$ cat src/rtl/wb_node_arbiter_pkg.sv
// Shared definitions for the node Wishbone arbiter: FSM state encoding,
// one-hot grant constants and the default watchdog limit.
package wb_node_pkg;

    typedef enum logic [1:0] {
        IDLE = 2'd0,
        OWN0 = 2'd1,
        OWN1 = 2'd2
    } arb_state_e;

    localparam logic [1:0] GRANT_NONE = 2'b00;
    localparam logic [1:0] GRANT_M0   = 2'b01;
    localparam logic [1:0] GRANT_M1   = 2'b10;

    localparam int unsigned WB_NODE_TIMEOUT_DEFAULT = 255;

endpackage

$ cat src/rtl/wb_node_arbiter_wdog.sv
// Transfer watchdog for the node arbiter. Counts cycles where the slave
// strobe is pending without an ack and flags expiry when TIMEOUT is reached.
// Only instantiated when WB_NODE_ARB_WDOG_EN is defined.
module wb_node_wdog
    import wb_node_pkg::*;
#(
    parameter int unsigned TIMEOUT = WB_NODE_TIMEOUT_DEFAULT
) (
    input  logic wb_clk_i,
    input  logic wb_rst_i,
    input  logic active_i,
    input  logic stb_i,
    input  logic ack_i,
    output logic expire_o,
    output logic timeout_o
);

    localparam logic [7:0] LIMIT = 8'(TIMEOUT);

    logic [7:0] cnt;

    // Expiry is judged on the count alone so the suppressed strobe in the
    // expiry cycle cannot mask it.
    assign expire_o = active_i && (cnt == LIMIT);

    // Stall counter with reload on ack, idle or expiry; sticky timeout flag.
    always_ff @(posedge wb_clk_i or posedge wb_rst_i) begin
        if (wb_rst_i) begin
            cnt       <= '0;
            timeout_o <= 1'b0;
        end else begin
            if (expire_o) begin
                timeout_o <= 1'b1;
            end
            if (!active_i || ack_i || expire_o) begin
                cnt <= '0;
            end else if (stb_i) begin
                cnt <= cnt + 8'd1;
            end
        end
    end

endmodule

$ cat src/rtl/wb_node_arbiter.sv
// Two-master round-robin Wishbone arbiter with cycle-level locking in front
// of the node register bank. Port 0 is the management SoC, port 1 the LA
// debug master. Optional watchdog enabled by defining WB_NODE_ARB_WDOG_EN.
module wb_node_arbiter
    import wb_node_pkg::*;
#(
    parameter int unsigned AW      = 32,
    parameter int unsigned DW      = 32,
    parameter int unsigned TIMEOUT = WB_NODE_TIMEOUT_DEFAULT
) (
    input  logic            wb_clk_i,
    input  logic            wb_rst_i,

    input  logic            m0_cyc_i,
    input  logic            m0_stb_i,
    input  logic            m0_we_i,
    input  logic [DW/8-1:0] m0_sel_i,
    input  logic [AW-1:0]   m0_adr_i,
    input  logic [DW-1:0]   m0_dat_i,
    output logic            m0_ack_o,
    output logic            m0_err_o,
    output logic [DW-1:0]   m0_dat_o,

    input  logic            m1_cyc_i,
    input  logic            m1_stb_i,
    input  logic            m1_we_i,
    input  logic [DW/8-1:0] m1_sel_i,
    input  logic [AW-1:0]   m1_adr_i,
    input  logic [DW-1:0]   m1_dat_i,
    output logic            m1_ack_o,
    output logic            m1_err_o,
    output logic [DW-1:0]   m1_dat_o,

    output logic            s_cyc_o,
    output logic            s_stb_o,
    output logic            s_we_o,
    output logic [DW/8-1:0] s_sel_o,
    output logic [AW-1:0]   s_adr_o,
    output logic [DW-1:0]   s_dat_o,
    input  logic            s_ack_i,
    input  logic [DW-1:0]   s_dat_i,

    output logic [1:0]      grant_o,
    output logic            timeout_o
);

    if (TIMEOUT < 1 || TIMEOUT > 255) begin : g_bad_timeout
        $error("wb_node_arbiter: TIMEOUT must be in 1..255");
    end

    arb_state_e state;
    logic       last;
    logic       m0_req;
    logic       m1_req;
    logic       s_stb_raw;
    logic       wdog_expire;
    logic       own0;
    logic       own1;

    assign m0_req = m0_cyc_i & m0_stb_i;
    assign m1_req = m1_cyc_i & m1_stb_i;
    assign own0   = (state == OWN0);
    assign own1   = (state == OWN1);

`ifdef WB_NODE_ARB_WDOG_EN
    wb_node_wdog #(
        .TIMEOUT (TIMEOUT)
    ) u_wdog (
        .wb_clk_i  (wb_clk_i),
        .wb_rst_i  (wb_rst_i),
        .active_i  (own0 | own1),
        .stb_i     (s_stb_raw),
        .ack_i     (s_ack_i),
        .expire_o  (wdog_expire),
        .timeout_o (timeout_o)
    );
`else
    assign wdog_expire = 1'b0;
    assign timeout_o   = 1'b0;
`endif

    // Ownership FSM: round-robin on ties, owner locked for its whole cyc,
    // always returning through IDLE before the other master is granted.
    always_ff @(posedge wb_clk_i or posedge wb_rst_i) begin
        if (wb_rst_i) begin
            state   <= IDLE;
            last    <= 1'b1;
            grant_o <= GRANT_NONE;
        end else begin
            unique case (state)
                IDLE: begin
                    if (m0_req && (!m1_req || last)) begin
                        state   <= OWN0;
                        grant_o <= GRANT_M0;
                    end else if (m1_req) begin
                        state   <= OWN1;
                        grant_o <= GRANT_M1;
                    end
                end
                OWN0: begin
                    if (!m0_cyc_i || wdog_expire) begin
                        state   <= IDLE;
                        last    <= 1'b0;
                        grant_o <= GRANT_NONE;
                    end
                end
                OWN1: begin
                    if (!m1_cyc_i || wdog_expire) begin
                        state   <= IDLE;
                        last    <= 1'b1;
                        grant_o <= GRANT_NONE;
                    end
                end
                default: begin
                    state   <= IDLE;
                    grant_o <= GRANT_NONE;
                end
            endcase
        end
    end

    // Slave-side mux driven by the registered owner; all zero when idle.
    always_comb begin
        s_cyc_o   = 1'b0;
        s_stb_raw = 1'b0;
        s_we_o    = 1'b0;
        s_sel_o   = '0;
        s_adr_o   = '0;
        s_dat_o   = '0;
        if (own0) begin
            s_cyc_o   = m0_cyc_i;
            s_stb_raw = m0_stb_i;
            s_we_o    = m0_we_i;
            s_sel_o   = m0_sel_i;
            s_adr_o   = m0_adr_i;
            s_dat_o   = m0_dat_i;
        end else if (own1) begin
            s_cyc_o   = m1_cyc_i;
            s_stb_raw = m1_stb_i;
            s_we_o    = m1_we_i;
            s_sel_o   = m1_sel_i;
            s_adr_o   = m1_adr_i;
            s_dat_o   = m1_dat_i;
        end
    end

    assign s_stb_o = s_stb_raw & ~wdog_expire;

    // Terminations routed to the owner only; read data shared while owned.
    always_comb begin
        m0_ack_o = own0 & s_ack_i & ~wdog_expire;
        m1_ack_o = own1 & s_ack_i & ~wdog_expire;
        m0_err_o = own0 & wdog_expire;
        m1_err_o = own1 & wdog_expire;
        m0_dat_o = (own0 | own1) ? s_dat_i : '0;
        m1_dat_o = (own0 | own1) ? s_dat_i : '0;
    end

endmodule

$ cat config.mk
export PLATFORM = sky130hd
export DESIGN_NAME = wb_node_arbiter
export DESIGN_NICKNAME = d
export VERILOG_FILES = /design/src/rtl/wb_node_arbiter_pkg.sv /design/src/rtl/wb_node_arbiter_wdog.sv /design/src/rtl/wb_node_arbiter.sv
export SDC_FILE = /design/constraint.sdc
export NUM_CORES = 1
export LEC_CHECK = 0
export BUFFER_PORTS_ARGS = -buffer_cell sky130_fd_sc_hd__buf_2
export CORE_AREA = 4 4 123 125
export DETAILED_ROUTE_END_ITERATION = 8
export DIE_AREA = 0 0 127 129
export GPL_ROUTABILITY_DRIVEN = 0
export PLACE_DENSITY = 0.47
export REMOVE_ABC_BUFFERS = 1
export SLEW_MARGIN = 20
export SYNTH_ARGS = -nofsm -noshare
export SYNTH_HDL_FRONTEND = slang
export SYNTH_SLANG_ARGS = --single-unit
export TNS_END_PERCENT = 10
$ cat constraint.sdc
create_clock -name wb_clk_i -period 1.6 [get_ports wb_clk_i]
set_input_delay 0.08 -clock wb_clk_i [delete_from_list [all_inputs] [get_ports wb_clk_i]]
set_output_delay 0.08 -clock wb_clk_i [all_outputs]
set_load 0.03 [all_outputs]
==> reports/qor.txt <==
Status -> finished with violations
Failing checks -> setup timing
# clock sinks -> 3
Post-synth EDFFs -> 0
Syn. warnings -> 0
Crit-path max cell delay -> 390 ps
Critical path cell sequence -> buf_6, ha_4, nor2b_4, buf_6, clkbuf_16, a22o_1, buf_6
Distinct cells, synth -> 21
Switching Fraction -> 54.5%
Adder-Cell Fraction of Synth Area -> 2.59%
Gr ovfl total -> 0
Synth Instances -> 187
Seq pwr share -> 1.4%
Total track usage -> 10.1%
Die Width -> 127 um
Die H -> 129 um
Placed Cells -> 641
CTS tree -> done
Number of core rows -> 43
Most used cell, CP -> buf_6
1st-pass router iterations -> 4
DR vias -> 2,529
Buf+Inv Stages, Crit Path -> 4
Metal2 WL -> 5840 um
Largest net degree at the start of global routing -> 41
DR vias/cell -> 3.84
Multiplexer area fraction after synthesis -> 0.778%
RSZ-0062 raised after global routing -> yes
Critical path arrival -> 1670 ps
HPWL after DPL -> 7540 um
Port buffer count -> 315
Vias in the first global route -> 2,524
Most frequent cells in the layout -> buf_2, buf_6, a22o_1
Comb power frac -> 94.7%
Pleak -> 2.18 nW
WP data required -> 1520 ps
Core Footprint -> 13,900 sq um
Clock skew -> 0.591 ps
Wl on met1 -> 3760 um
Reg clk slew, reported paths -> 30 ps
Setup crit start kind -> register
Most common cell after layout, fill and taps aside -> buf_2
Layout cell share with drive strength beyond 1 -> 74.1%
Total power -> 10.2 mW
Pwr per Cell Area -> 2570 nW/um^2
Initial DRC Count -> 90
Flop and latch count out of synthesis -> 3
Setup crit end kind -> output pin
Pre-CTS setup slack -> -29.3 ps
H-tree depth -> 1
DR WL met3 -> 726 um
Largest family of logic cells by synthesized area -> compound AO/OA/AOI/OAI gates
Clock buffer depth -> 2
Layout Utilization -> 28.7%
Crit-path leading delay family -> buffers and inverters
Slowest CP cell -> dfrtp_1
Clock buffer count from CTS -> 3
Antenna-violating nets left -> 0
Final Slew Violations -> 0
Initial Utilization -> 10.4%
Clock Tree Root -> clkbuf_16
Initial antenna violation count -> 0
Area delta synth->final -> 175%
Cell Area, Synth -> 1450 sq um
Net Switching -> 5.58 mW
Clock Latency Late Sink -> 220 ps
Tmin final -> 1750 ps
Post-synthesis sequential area ratio -> 5.27%
Max Used Layer -> met4
Ys async rst share -> 100%
F_max -> 570 MHz
Post-Route WL -> 10,400 um
Fillers -> 1,524
I/O pin total -> 319
Hold Path Class -> in -> reg
Die ar. -> 16,400 sq um
Finished Layout Cells -> 658
WL per Instance -> 15.8 um
Total Nets Final -> 659
First-pass GRT wire length -> 13,300 um
Peak VDD IR -> 0.981 mV
DRC viols -> 0
CP Class -> reg -> out
P_int -> 4.66 mW
Final period util -> 110%
XOR/XNOR share of the synthesized area -> 0%
Top FF cell, synth -> dfrtp_1
Clock network power share -> 3.9%
Final setup fails -> 79
Final Hold Viols -> 0
Setup ws final -> -153 ps
Max-cap viol count -> 0
Post-route setup TNS -> -8650 ps
Avg Inst Size Synth -> 7.74 sq um
Number of antenna diodes -> 0
CP max FO -> 16
Post-synthesis compound-gate area fraction -> 45.5%
Post-synthesis simple-gate area fraction -> 18.1%
==> worst reg2reg max path: stages (launching register included) <==
cell     delay [ps]
dfrtp_1         390
buf_6           130
ha_4            160
buf_4           150
a22oi_1         250
nand2_1         120
o32ai_1         310
==> sequential cells by signal, indices dropped and copies added, names as in the netlist <==
name   flops
last       1
state      2
==> cells in the mapped netlist (2+ instances only) <==
master / instances / area [sq um]
a21oi_1: 2 / 10.0
a22o_1: 70 / 613
and2_1: 34 / 213
buf_2: 7 / 35.0
buf_4: 40 / 300
buf_6: 2 / 22.5
clkbuf_1: 4 / 15.0
dfrtp_1: 2 / 50.1
ha_1: 3 / 37.5
inv_1: 3 / 11.3
nand2_1: 8 / 30.0
o21ai_0: 2 / 10.0
o32ai_1: 2 / 17.5
==> power by group through the flow <==
stage,Sequential (mW),Combinational (mW),Clock [mW]
finish,0.142,9.69,0.401
global route,0.146,10.2,0.421
CTS,0.137,9.05,0.405
detailed placement,0.140,7.32,0
global placement,0.140,7.37,0
floorplan,0.178,4.88,0
==> worst paths after layout <==
check | start | end | slack [ps] | cells after the start
max | state[0]$_DFFE_PP0P_ | s_adr_o[26] | -150 | 7
min in group asynchronous | wb_rst_i | state[1]$_DFFE_PP0P_ | 280 | 3
min | m0_stb_i | state[0]$_DFFE_PP0P_ | 200 | 3
max in group asynchronous | wb_rst_i | last$_DFFE_PP1P_ | 1100 | 3
min reg2reg | last$_DFFE_PP1P_ | state[0]$_DFFE_PP0P_ | 590 | 2
max reg2reg | state[0]$_DFFE_PP0P_ | state[1]$_DFFE_PP0P_ | -20 | 6
==> logic make-up after synthesis <==
family | after synthesis
fa+ha+maj | 3
other cells | 1
flops | 3
mux | 1
buf+inv | 57
simple gates | 45
compound gates | 77
==> per-stage QoR <==
stage / hold slack, ps / area (sq um)
after floorplan: -167 / 1070
after global placement: -36.0 / 3010
after detailed placement: -37.3 / 3010
after CTS: 203 / 3760
after global routing: 213 / 3980
final: 200 / 3980
==> what timing repair did <==
action / in CTS / in global routing
endpoints found under the setup margin: 136 / 139
hold endpoints to repair: 3 / 0
gates resized for setup: 178 / 87
hold buffers: 1 / 0
pin swaps: 19 / 31
cloned: 2 / 3
setup buffers: 7 / 0
==> layer usage <==
| metal | up-vias | track usage [%] |
|---|---|---|
| met5 | - | 0 |
| met4 | 0 | 1.64 |
| met3 | 7 | 2.24 |
| met2 | 131 | 19.5 |
| met1 | 1146 | 11.5 |
| li1 | 1245 | - |
==> layout make-up <==
type	count	area, sq um	area share, %
Timing Repair Buffer	339	2560	64.3
Multi-Input combinational cell	129	1030	25.9
Tap cell	180	225	5.65
Clock buffer	4	78.8	1.98
Sequential cell	3	76.3	1.92
Inverter	3	11.3	0.283
No activity file was read; power rests on OpenSTA's default activity.
